--- src/rtl/alu_issue_queue.sv ---
// Valid/ready issue queue that feeds the combinational ALU from a DEPTH-entry FIFO, one op per cycle.
// Result is registered one edge after issue; in_ready drops only when full; a stalled output holds its value.
module alu_issue_queue #(
   parameter int SIZE  = 8,
   parameter int DEPTH = 4
) (
   input  logic                   clk,
   input  logic                   reset,
   input  logic                   in_valid,
   output logic                   in_ready,
   input  logic [3:0]             in_command,
   input  logic [SIZE-1:0]        in_a,
   input  logic [SIZE-1:0]        in_b,
   output logic                   alu_enable,
   output logic [3:0]             alu_command,
   output logic [SIZE-1:0]        alu_a,
   output logic [SIZE-1:0]        alu_b,
   input  logic                   alu_overflow,
   input  logic [2*SIZE-1:0]      alu_result,
   output logic                   out_valid,
   input  logic                   out_ready,
   output logic [2*SIZE-1:0]      out_result,
   output logic                   out_overflow,
   output logic                   out_illegal,
   output logic [$clog2(DEPTH):0] count
);
   localparam int PW = $clog2(DEPTH);
   localparam int CW = PW + 1;
   localparam logic [CW-1:0] FULL = CW'(DEPTH);

   typedef struct packed {
      logic [3:0]      cmd;
      logic [SIZE-1:0] a;
      logic [SIZE-1:0] b;
   } entry_t;

   entry_t          mem_q [DEPTH];
   logic [PW-1:0]   wr_ptr_q, wr_ptr_d;
   logic [PW-1:0]   rd_ptr_q, rd_ptr_d;
   logic [CW-1:0]   count_q, count_d;
   logic            out_valid_q, out_valid_d;
   logic [2*SIZE-1:0] out_result_q, out_result_d;
   logic            out_overflow_q, out_overflow_d;
   logic            out_illegal_q, out_illegal_d;

   entry_t head;
   logic   head_illegal;
   logic   push;
   logic   issue;

   assign head         = mem_q[rd_ptr_q];
   assign head_illegal = (head.cmd >= 4'd12);
   // in_ready looks only at registered occupancy, so a same-cycle pop never frees a slot
   assign in_ready     = (count_q != FULL);
   assign push         = in_valid && in_ready;
   assign issue        = (count_q != '0) && (!out_valid_q || out_ready);

   assign count        = count_q;
   assign out_valid    = out_valid_q;
   assign out_result   = out_result_q;
   assign out_overflow = out_overflow_q;
   assign out_illegal  = out_illegal_q;

   always_comb begin
      alu_enable  = 1'b0;
      alu_command = '0;
      alu_a       = '0;
      alu_b       = '0;
      if (issue && !head_illegal) begin
         alu_enable  = 1'b1;
         alu_command = head.cmd;
         alu_a       = head.a;
         alu_b       = head.b;
      end
   end

   always_comb begin
      wr_ptr_d       = wr_ptr_q;
      rd_ptr_d       = rd_ptr_q;
      count_d        = count_q;
      out_valid_d    = out_valid_q;
      out_result_d   = out_result_q;
      out_overflow_d = out_overflow_q;
      out_illegal_d  = out_illegal_q;
      if (push) begin
         wr_ptr_d = wr_ptr_q + PW'(1);
      end
      if (issue) begin
         rd_ptr_d    = rd_ptr_q + PW'(1);
         out_valid_d = 1'b1;
         if (head_illegal) begin
            out_result_d   = '0;
            out_overflow_d = 1'b0;
            out_illegal_d  = 1'b1;
         end else begin
            out_result_d   = alu_result;
            out_overflow_d = alu_overflow;
            out_illegal_d  = 1'b0;
         end
      end else if (out_valid_q && out_ready) begin
         out_valid_d = 1'b0;
      end
      case ({push, issue})
         2'b10:   count_d = count_q + CW'(1);
         2'b01:   count_d = count_q - CW'(1);
         default: count_d = count_q;
      endcase
   end

   always_ff @(posedge clk or posedge reset) begin
      if (reset) begin
         wr_ptr_q       <= '0;
         rd_ptr_q       <= '0;
         count_q        <= '0;
         out_valid_q    <= 1'b0;
         out_result_q   <= '0;
         out_overflow_q <= 1'b0;
         out_illegal_q  <= 1'b0;
      end else begin
         wr_ptr_q       <= wr_ptr_d;
         rd_ptr_q       <= rd_ptr_d;
         count_q        <= count_d;
         out_valid_q    <= out_valid_d;
         out_result_q   <= out_result_d;
         out_overflow_q <= out_overflow_d;
         out_illegal_q  <= out_illegal_d;
      end
   end

   // Storage needs no reset: entries are only visible through the reset pointers and count
   always_ff @(posedge clk) begin
      if (push) begin
         mem_q[wr_ptr_q] <= {in_command, in_a, in_b};
      end
   end

endmodule

--- config.mk ---
export PLATFORM = sky130hd
export DESIGN_NAME = alu_issue_queue
export DESIGN_NICKNAME = d
export VERILOG_FILES = /design/src/rtl/alu_issue_queue.sv
export SDC_FILE = /design/constraint.sdc
export NUM_CORES = 1
export LEC_CHECK = 0
export BUFFER_PORTS_ARGS = -buffer_cell sky130_fd_sc_hd__buf_2
export CAP_MARGIN = 5
export CORE_MARGIN = 1
export CORE_UTILIZATION = 25
export DETAILED_ROUTE_END_ITERATION = 8
export PLACE_DENSITY = 0.45
export SLEW_MARGIN = 20
export SYNTH_ARGS = -nofsm -noshare
export SYNTH_HDL_FRONTEND = slang
export SYNTH_SLANG_ARGS = --single-unit
--- constraint.sdc ---
create_clock -name clk -period 3.8 [get_ports clk]
set_input_delay 0.76 -clock clk [delete_from_list [all_inputs] [get_ports clk]]
set_output_delay 0.76 -clock clk [all_outputs]
set_load 0.05 [all_outputs]
Word level (Yosys, flattened, before mapping)
Memory sizes are Yosys's and may differ from the RTL's.
Index checks and enable logic that the tools add are counted.
Storage, ports and cells
  flip-flop bits (word level): 26
  bits in writable memories: 80
  input bits: 41
  output and inout port bits: 44
  logic and storage cells: 38
  memories kept: 1
Memories
  mem_q: depth 4, width 20, read ports 1, clocked after memory_dff 0, write ports 1, RTL line 37  | entry_t mem_q [DEPTH];
Cells by class
  add/sub/neg operators: 4
  magnitude comparators: 1
  equal/unequal tests: 3
  multiplexer cells: 12
  reduce and logical (&&, ||, !) cells: 10
Operators by type and width (count)
  two-way mux 16 bit: 1
  two-way mux 8 bit: 2
  two-way mux 1 bit: 7
  case mux 3 bit (2 select lines): 1
  adder 2 x 1 -> 2 bit (second input constant): 2
  >= comparator 4 bit (second input constant): 1
  logical AND 1 bit: 4
  two-way mux 4 bit: 1
  nonzero test 2 bit: 2
  adder 3 x 1 -> 3 bit (second input constant): 1
  != test 3 bit (second input constant): 1
  nonzero test 3 bit: 1
  subtractor 3 x 1 -> 3 bit (second input constant): 1
  == test 2 x 1 -> 1 bit (second input constant): 1
  == test 2 bit (second input constant): 1
  logical NOT 1 bit: 2
  logical OR 1 bit: 1

Logic depth before layout (Yosys ltp)
Gate-level depths: netlist (run 1).
  depth in word-level cells: 5
  gate-level depth with buffers: 10
  mapped depth without buffers: 8

Worst setup path before layout (run 1)
No wires, ideal clock.
  path type: flip-flop to output port
  start point: register count_q[0], in the netlist count[0]
  end point: output port alu_command[2]
  arrival time: 2716 ps
  path slack: 324 ps
  stages on the path, launching flop included: 6
  path buffers: 2
  cells stage by stage: dfrtp_1 > or3_1 > clkbuf_1 > nand2_1 > buf_1 > nor3b_1
On the way
  cells in the longest elaborated chain, start to end: 4
Ends and longest elaborated chain
  start, declared: RTL line 40  | logic [CW-1:0] count_q, count_d;
  start signal, assigned: RTL line 122  | count_q <= count_d;
  nonzero test 3 bit: RTL line 56  | assign issue = (count_q != '0) && (!out_valid_q || out_ready);
  logical AND 1 bit: RTL line 56
  logical AND 1 bit: RTL line 69  | if (issue && !head_illegal) begin
  two-way mux 4 bit: RTL line 69
  end, declared: RTL line 15  | output logic [3:0] alu_command,
No other way between the ends.

Worst setup path in the final report (run 1)
  start point: register rd_ptr_q[0]
  end point: output port alu_a[0]
On the way
  cells in the longest elaborated chain, start to end: 5
Ends and longest elaborated chain
  start, declared: RTL line 39  | logic [PW-1:0] rd_ptr_q, rd_ptr_d;
  start signal, assigned: RTL line 121  | rd_ptr_q <= rd_ptr_d;
  memory read (4 x 20 bit) *
  >= comparator 4 bit: RTL line 52  | assign head_illegal = (head.cmd >= 4'd12);
  logical NOT 1 bit: RTL line 69
  logical AND 1 bit: RTL line 69
  two-way mux 8 bit *: RTL line 69
  end, declared: RTL line 16  | output logic [SIZE-1:0] alu_a,
Mark *: on every way between the ends. The rest lies on a longest branch, timed or not.

==> flow_metrics.env, run 1 <==
export IMPL_ys_top_cells_by_count="edfxtp_1 (80), dfrtp_1 (26), mux4_2 (20)"
export IMPL_leakagePower_nw=2.000
export IMPL_layout_drive_gt1_share=0.4356
export IMPL_p_int_w=0.002696
export IMPL_tightest_slew_ns=0.9985
export IMPL_grt_pass1_wl_um=13780
export IMPL_final_period_minus_worst_setup_slack_ns=3.492
export IMPL_skew_ns=0.004882
export IMPL_cp_start_kind="register"
export IMPL_fp_row_count=47
export IMPL_drc=0
export IMPL_reg2reg_to="count[2]"
export IMPL_synthToLayoutAreaGrowth_pct=23.28
export IMPL_htreeDepth=3
export IMPL_cts_buffers=9
export IMPL_switching_share=0.4305
export IMPL_cts_root_buf="clkbuf_16"
export IMPL_endpoint_kind="primary output"
export IMPL_postCtsSetupRepairBufs=0
export IMPL_max_stage_delay_ns=0.71
export IMPL_drtIter0Drc=96
export IMPL_worstReg2RegStart="count[0]"
export IMPL_design_die_area_mm2=0.01747
export IMPL_ant_nets=0
export IMPL_crit_arrival_ns=2.73
export IMPL_hold_path_class="in2async"
export IMPL_setup_viol=0
export IMPL_dp_cells=530
export IMPL_antenna_found_initial=0
export IMPL_place_congestion=0.6764
export IMPL_clk_pin_slew_ns=0.07
export IMPL_vdd_drop_max_mv=0.2800
export IMPL_yosys_area_top_type="edfxtp_1"
export IMPL_async_flop_share=0.2453
export IMPL_cts_tree="yes"
export IMPL_finish_net_count=368
export IMPL_die_h_um=132.2
export IMPL_wl_um=8991
export IMPL_io_buffers=84
export IMPL_dp_final_hpwl_um=5960
export IMPL_reg2reg_slack_ns=1.05
export IMPL_critical_path_depth=4
export IMPL_clock_path_buffers=2
export IMPL_routed_via_count=2325
export IMPL_io_pins=85
export IMPL_power_switching_w=0.002038
export IMPL_startpoint="rd_ptr_q[0]"
export IMPL_syn_inst=230
export IMPL_endpoint="alu_a[0]"
export IMPL_first_global_vias=2464
export IMPL_maxCapViolations=0
export IMPL_cp_top_family="compound AO/OA/AOI/OAI gates"
export IMPL_fin_crit_sh=0.9190
export IMPL_slew_headroom=0.3341
export IMPL_cts_sinks=106
export IMPL_cp_num_buf_inv=1
export IMPL_ys_warn_count=0
export IMPL_wl_per_cell_um=16.47
export IMPL_clk_latency_ns=0.34
export IMPL_coreArea_mm2=0.01658
export IMPL_fmax_mhz=286.3
export IMPL_overflow=0
export IMPL_hold_viol_final=0
export IMPL_die_w_um=132.2
export IMPL_ys_seq_area_frac=0.7208
export IMPL_dr_pass1_iters=4
export IMPL_synth_most_common_cell="edfxtp_1"
export IMPL_critical_path_class="reg2out"
export IMPL_yosys_area_top_type_share=0.5672
export IMPL_finalSetupTns_ns=0
export IMPL_synthFlopType="edfxtp_1"
export IMPL_synth_area_mm2=0.004235
export IMPL_nFillCells=1656
export IMPL_start_util=0.2554
export IMPL_slowest_stage="a221o_1"
export IMPL_grt_max_degree=27
export IMPL_grt_use_total=0.1078
export IMPL_finalNonFillerCells=546
export IMPL_p_seq_frac=0.362
export IMPL_synthTopCellsByArea="edfxtp_1 (57%), dfrtp_1 (15%), mux4_2 (11%)"
export IMPL_syn_num_nets=277
export IMPL_status="completed"
export IMPL_slew_violations=0
export IMPL_p_per_area_mw_per_mm2=906.6
export IMPL_hold_slack_ns=0.4756
export IMPL_avgSynthCellArea_um2=18.41
export IMPL_ys_seq_elements=106
export IMPL_n_antenna_cell=0
export IMPL_cts_resized=0
export IMPL_synth_edf_count=80
export IMPL_comb_power_share=0.448
export IMPL_p_clk_frac=0.190
export IMPL_routed_via_density=4.258
export IMPL_path_cells="mux4_2 -> a221o_1 -> nor2b_1 -> buf_2"
export IMPL_required_ns=3.04
export IMPL_rsz0062_at_grt="false"
export IMPL_path_max_fanout=19
export IMPL_r2r_cells=8
export IMPL_hold_buffers=0
export IMPL_ys_types=28
## worst min path at each step
stage / end / slack [ns] / start / depth (start not counted)
final: out_result[2] / 0.48 / reset / 2
after global routing: out_overflow / 0.51 / out_overflow / 1
after CTS: out_result[2] / 0.49 / out_result[2] / 1
after detailed placement: out_result[2] / 0.47 / out_result[2] / 1
after global placement: out_result[9] / 0.47 / out_result[9] / 1
after floorplan: wr_ptr_q[1] / 0.53 / wr_ptr_q[1] / 1
## placed cells by master (no fill, tap or decap), drive strengths merged, types with 5 or more instances in the layout
master   synthesis  routed
buf              8      93
clkbuf           5       9
dfrtp           26      26
edfxtp          80      80
ha               5       5
inv              7      11
mux4            20      20
nand3           18      18
nor2b           17      17
o2bb2ai         17      17
xnor2            5       5
## worst reg2reg max path, stage by stage, from the launching register on
cell and delay, ns:
dfrtp_1 0.47, or3_1 0.69, nand2_1 0.43, inv_1 0.09, ha_1 0.22, fa_1 0.38
xnor2_1 0.16, nor2_1 0.06, xor2_1 0.13
## logic make-up after synthesis
family          Yosys count  share of synthesized area
flops                   106                     0.7208
xor+xnor                  6                    0.01241
compound gates           18                    0.03752
simple gates             51                    0.07474
fa+ha+maj                 6                    0.01950
buf+inv                  20                    0.02068
mux                      23                     0.1143
## through the flow
step | utilization | cell area (um2) | setup WS [ns] | total power (W)
3_5_place_dp | 0.2977 | 4937 | 0.6355 | 0.003913
4_1_cts | 0.3148 | 5221 | 0.2499 | 0.004822
2_1_floorplan | - | 4235 | 0.3243 | 0.003366
3_3_place_gp | 0.2977 | 4937 | 0.6869 | 0.003900
6_report | 0.3148 | 5221 | 0.3077 | 0.004734
5_1_grt | 0.3148 | 5221 | 0.1490 | 0.004994
## final cells by class
| class | count | area (um2) | area share |
|---|---|---|---|
| well taps | 220 | 275.3 | 0.05272 |
| multi-input cells | 104 | 1095 | 0.2097 |
| clock inverters | 7 | 58.81 | 0.01126 |
| repair buffers | 93 | 488.0 | 0.09346 |
| clock buffers | 9 | 225.2 | 0.04313 |
| flip-flops and latches | 106 | 3053 | 0.5847 |
| inverters | 7 | 26.28 | 0.005032 |
## power by group through the flow
stage / clock network [W] / logic, W / registers (W)
after floorplan: 0 / 0.00131 / 0.00206
after global placement: 0 / 0.00217 / 0.00173
after detailed placement: 0 / 0.00217 / 0.00174
after CTS: 0.000929 / 0.00218 / 0.00172
after global routing: 0.000973 / 0.00227 / 0.00175
final: 0.000900 / 0.00212 / 0.00171
## layer usage
layer,GRT usage,vias up,wire [um]
li1,-,1073,-
met1,0.1292,1205,3938
met2,0.1805,38,4561
met3,0.02884,9,342
met4,0.05039,0,148
met5,0,-,0
## registers in the layout, summed over array words and instances, names as in the netlist
register / count
wr_ptr_q: 2
count: 3
out_overflow: 1
out_illegal: 1
mem_q: 80
out_result: 16
rd_ptr_q: 2
out_valid: 1
(Power assumes the default switching activity.)
==> run 2: changes to the inputs <==
--- a/constraint.sdc
+++ b/constraint.sdc
@@ -3,2 +3,2 @@
 set_output_delay 0.76 -clock clk [all_outputs]
-set_load 0.05 [all_outputs]
+set_load 0.01 [all_outputs]
==> run 2 against run 1 <==
  * Cell count unchanged
  * Core utilization up 0.13 points
  * Total power shrank 13%
  * First-iteration DRC count up 4.2%
  * Clock skew up 0.0044 ns
==> flow_metrics.env, run 2 (synthesis results as in run 1) <==
export IMPL_slowest_stage="a221o_1"
export IMPL_cts_resized=0
export IMPL_nFillCells=1665
export IMPL_grt_use_total=0.1105
export IMPL_path_max_fanout=19
export IMPL_dp_final_hpwl_um=5815
export IMPL_path_cells="mux4_2 -> a221o_1 -> nor2b_1 -> buf_2"
export IMPL_io_pins=85
export IMPL_slew_violations=0
export IMPL_wl_um=9072
export IMPL_top_register="mem_q"
export IMPL_ant_nets=0
export IMPL_hold_slack_ns=0.4680
export IMPL_die_w_um=132.2
export IMPL_final_period_minus_worst_setup_slack_ns=3.333
export IMPL_cp_num_buf_inv=1
export IMPL_largest_reg_flops=80
export IMPL_overflow=0
export IMPL_cts_tree="yes"
export IMPL_clk_latency_ns=0.35
export IMPL_hold_viol_final=0
export IMPL_skew_ns=0.009292
export IMPL_routed_via_density=4.209
export IMPL_wl_per_cell_um=16.62
export IMPL_n_antenna_cell=0
export IMPL_place_congestion=0.6884
export IMPL_setup_viol=0
export IMPL_layout_common_cells="buf_2 (84), edfxtp_1 (80), dfrtp_1 (26), mux4_2 (20), nand3_1 (18)"
export IMPL_multi_input_area_mm2=0.001095
export IMPL_fmax_mhz=300.0
export IMPL_design_die_area_mm2=0.01747
export IMPL_fp_row_count=47
export IMPL_synthToLayoutAreaGrowth_pct=23.78
export IMPL_layout_drive_gt1_share=0.4325
export IMPL_cp_start_kind="register"
export IMPL_hold_buffers=0
export IMPL_postCtsSetupRepairBufs=0
export IMPL_antenna_found_initial=0
export IMPL_drc=0
export IMPL_p_per_area_mw_per_mm2=785.9
export IMPL_setup_ws_ns=0.4670
export IMPL_finalSetupTns_ns=0
export IMPL_hold_path_class="in2async"
export IMPL_start_util=0.2554
export IMPL_die_h_um=132.2
export IMPL_io_buffers=84
export IMPL_required_ns=3.04
export IMPL_routed_via_count=2298
export IMPL_endpoint_kind="primary output"
export IMPL_maxCapViolations=0
export IMPL_final_util=0.3161
export IMPL_final_common_cell="buf_2"
export IMPL_fin_area_mm2=0.005243
export IMPL_cts_root_buf="clkbuf_16"
export IMPL_vdd_drop_max_mv=0.2960
export IMPL_seqCellArea_mm2=0.003053
export IMPL_first_global_vias=2452
export IMPL_coreArea_mm2=0.01658
export IMPL_clock_path_buffers=2
export IMPL_pre_cts_slack_ns=0.7908
export IMPL_critical_path_class="reg2out"
export IMPL_rsz0062_at_grt="false"
export IMPL_max_stage_delay_ns=0.72
export IMPL_leakagePower_nw=2.007
export IMPL_cts_buffers=9
export IMPL_grt_max_degree=27
export IMPL_finish_net_count=368
export IMPL_status="completed"
export IMPL_fin_crit_sh=0.8771
export IMPL_tightest_slew_ns=1.018
export IMPL_cp_top_family="compound AO/OA/AOI/OAI gates"
export IMPL_htreeDepth=3
export IMPL_crit_arrival_ns=2.57
export IMPL_clk_pin_slew_ns=0.07
export IMPL_postPlaceCellArea_mm2=0.004937
export IMPL_dr_pass1_iters=4
export IMPL_grt_pass1_wl_um=14170
export IMPL_cts_sinks=106
export IMPL_slew_headroom=0.3210
export IMPL_drtIter0Drc=100
run 2: cell types whose count changed in the layout (fill, tap and decap cells not counted):
cell,change
bufinv_16,+1
clkinv_1,+1
inv_6,+2
clkinv_2,-2
inv_8,-1
clkinv_4,-1
run 2: layout make-up:
| type | instances | area share |
|---|---|---|
| Sequential cell | 106 | 0.5823 |
| Multi-Input combinational cell | 104 | 0.2088 |
| Timing Repair Buffer | 93 | 0.09308 |
| Tap cell | 220 | 0.05251 |
| Clock buffer | 9 | 0.04296 |
| Clock inverter | 7 | 0.01527 |
| Inverter | 7 | 0.005012 |
run 2: path summary, 6_finish.rpt:
kind                          startpoint            end  slack [ns]  cells after the start
setup / recovery             rd_ptr_q[0]       alu_a[0]        0.47                      4
hold / removal                     reset  out_result[2]        0.47                      2
setup reg to reg                count[1]       count[2]        1.32                      8
hold reg to reg            out_result[8]  out_result[8]        0.48                      1
max in group asynchronous          reset    rd_ptr_q[1]        2.94                      2
min in group clk           out_result[8]  out_result[8]        0.48                      1
run 2: where the power goes:
group	switching (W)	internal [W]	leakage (nW)	total (W)
sequential	0.000132	0.00157	1.05	0.00170
clock	0.000443	0.000524	0.151	0.000966
combinational	0.000787	0.000668	0.806	0.00145
run 2: per-stage QoR:
stage	std cells	power [W]
after floorplan	230	0.002683
after global placement	530	0.003209
after detailed placement	530	0.003228
after CTS	546	0.004207
after global routing	546	0.004383
final	546	0.004120
run 2: per-layer routing:
layer	up-vias	track usage	share of wire
met5	-	0	0
met4	0	0.04070	0.010
met3	6	0.03383	0.040
met2	47	0.1834	0.50
met1	1169	0.1352	0.45
li1	1076	-	-
==> run 3: changes to the inputs <==
Clock period 3.8 ns to 4.3 ns, I/O delays scaled along.
==> run 3 against run 2 <==
  * First-iteration DRC count down 13%
  * Via count is 0.39% higher
  * Sequential share of layout area rose by 0.29 points
  * Global-route usage is 0.056 points lower
  * Design area decreased by 0.50%
  * Combinational power fell by 12%
  * Highest routed layer unchanged
  * Worst setup slack better by 0.18 ns
  * Clock skew down 0.0035 ns
  * Register-to-register slack gained 0.06 ns
==> flow_metrics.env, run 3 (synthesis results as in run 1) <==
export IMPL_status="completed"
export IMPL_htreeDepth=3
export IMPL_coreArea_mm2=0.01658
export IMPL_critical_path_depth=5
export IMPL_postCtsSetupRepairBufs=0
export IMPL_reg2reg_to="count[2]"
export IMPL_drtIter0Drc=87
export IMPL_clk_latency_ns=0.34
export IMPL_finalSetupTns_ns=0
export IMPL_grt_use_total=0.1099
export IMPL_hold_buffers=0
export IMPL_slew_headroom=0.3343
export IMPL_switching_share=0.3313
export IMPL_ant_nets=0
export IMPL_place_congestion=0.6584
export IMPL_cp_num_buf_inv=2
export IMPL_io_buffers=84
export IMPL_worstReg2RegStart="count[1]"
export IMPL_vdd_drop_max_mv=0.2474
export IMPL_final_period_minus_worst_setup_slack_ns=3.652
export IMPL_power_switching_w=0.001177
export IMPL_final_common_cell="buf_2"
export IMPL_drc=0
export IMPL_design_die_area_mm2=0.01747
export IMPL_p_total_w=0.003553
export IMPL_die_w_um=132.2
export IMPL_skew_ns=0.005781
export IMPL_critical_path_class="reg2out"
export IMPL_clock_path_buffers=2
export IMPL_p_clk_frac=0.216
export IMPL_clk_pin_slew_ns=0.07
export IMPL_layout_drive_gt1_share=0.4325
export IMPL_wl_um=8948
export IMPL_setup_viol=0
export IMPL_max_stage_delay_ns=0.68
export IMPL_slowest_stage="a221o_1"
export IMPL_hold_path_class="reg2reg"
export IMPL_top_register="mem_q"
export IMPL_startpoint="rd_ptr_q[0]"
export IMPL_tightest_slew_ns=0.9982
export IMPL_crit_arrival_ns=2.79
export IMPL_start_util=0.2554
export IMPL_comb_power_share=0.360
export IMPL_grt_max_degree=27
export IMPL_p_per_area_mw_per_mm2=681.2
export IMPL_r2r_cells=9
export IMPL_cts_buffers=9
export IMPL_cts_tree="yes"
export IMPL_required_ns=3.44
export IMPL_p_seq_frac=0.424
export IMPL_routed_via_density=4.225
export IMPL_layout_common_cells="buf_2 (84), edfxtp_1 (80), dfrtp_1 (26), mux4_2 (20), nand3_1 (18)"
export IMPL_nFillCells=1676
export IMPL_rsz0062_at_grt="false"
export IMPL_hold_viol_final=0
export IMPL_leakagePower_nw=1.991
export IMPL_largest_reg_flops=80
export IMPL_cp_start_kind="register"
export IMPL_path_max_fanout=19
export IMPL_grt_pass1_wl_um=14050
export IMPL_seqCellArea_mm2=0.003053
export IMPL_wl_per_cell_um=16.39
export IMPL_slew_violations=0
export IMPL_fmax_mhz=273.8
export IMPL_cts_sinks=106
export IMPL_die_h_um=132.2
export IMPL_multi_input_area_mm2=0.001095
export IMPL_p_int_w=0.002376
export IMPL_endpoint="alu_b[6]"
export IMPL_routed_via_count=2307
export IMPL_fin_area_mm2=0.005216
export IMPL_n_antenna_cell=0
export IMPL_dp_final_hpwl_um=5798
export IMPL_fin_crit_sh=0.8493
export IMPL_path_cells="buf_4 -> mux4_2 -> a221o_1 -> nor2b_1 -> buf_2"
export IMPL_cts_root_buf="clkbuf_16"
export IMPL_synthToLayoutAreaGrowth_pct=23.16
export IMPL_postPlaceCellArea_mm2=0.004937
export IMPL_cts_resized=0
export IMPL_maxCapViolations=0
export IMPL_first_global_vias=2498
export IMPL_fp_row_count=47
export IMPL_overflow=0
export IMPL_cp_top_family="compound AO/OA/AOI/OAI gates"
export IMPL_antenna_found_initial=0
export IMPL_finish_net_count=368
export IMPL_dr_pass1_iters=4
export IMPL_reg2reg_slack_ns=1.38
export IMPL_endpoint_kind="primary output"
export IMPL_io_pins=85
-- run 3: cell count changes in the layout (fill, tap and decap cells not counted), sizes merged --
cell and change:
bufinv -1, clkbuf +1, clkinvlp +1, inv -3, clkinv +2
-- run 3: how the worst min path moves through the flow --
stage,end,slack (ns),from,cells after the start
floorplan,out_overflow,0.52,out_overflow,1
global placement,out_result[12],0.47,out_result[12],1
detailed placement,out_result[3],0.47,out_result[3],1
CTS,out_result[3],0.49,out_result[3],1
global route,out_result[2],0.51,out_result[2],1
finish,out_result[3],0.49,out_result[3],1
-- run 3: power by group through the flow --
stage / Combinational (W) / Clock [W] / Sequential, W
floorplan: 0.000828 / 0 / 0.00154
global placement: 0.00132 / 0 / 0.00153
detailed placement: 0.00132 / 0 / 0.00153
CTS: 0.00133 / 0.000801 / 0.00151
global route: 0.00142 / 0.000832 / 0.00154
finish: 0.00128 / 0.000768 / 0.00151
-- run 3: metrics by stage --
| step | worst slack (ns) | cells | hold WS (ns) | utilization |
|---|---|---|---|---|
| global route | 0.4571 | 546 | 0.5097 | 0.3145 |
| finish | 0.6480 | 546 | 0.4910 | 0.3145 |
| CTS | 0.5529 | 546 | 0.4899 | 0.3145 |
| floorplan | 1.735 | 230 | 0.5219 | - |
| detailed placement | 0.9358 | 530 | 0.4692 | 0.2977 |
| global placement | 0.9782 | 530 | 0.4689 | 0.2977 |
-- run 3: final cells by class --
cell class,instances,share of cell area
clock buffers,10,0.04390
clock inverters,6,0.009595
inverters,7,0.005037
multi-input cells,104,0.2099
flip-flops and latches,106,0.5853
well taps,220,0.05277
repair buffers,93,0.09355
-- run 3: layer usage --
layer	wire (um)	up-vias	share of wire	global-route usage
met5	0	-	0	0
met1	3836	1188	0.43	0.1274
met2	4539	38	0.51	0.1875
li1	-	1075	-	-
met3	419	6	0.047	0.03460
met4	152	0	0.017	0.04651
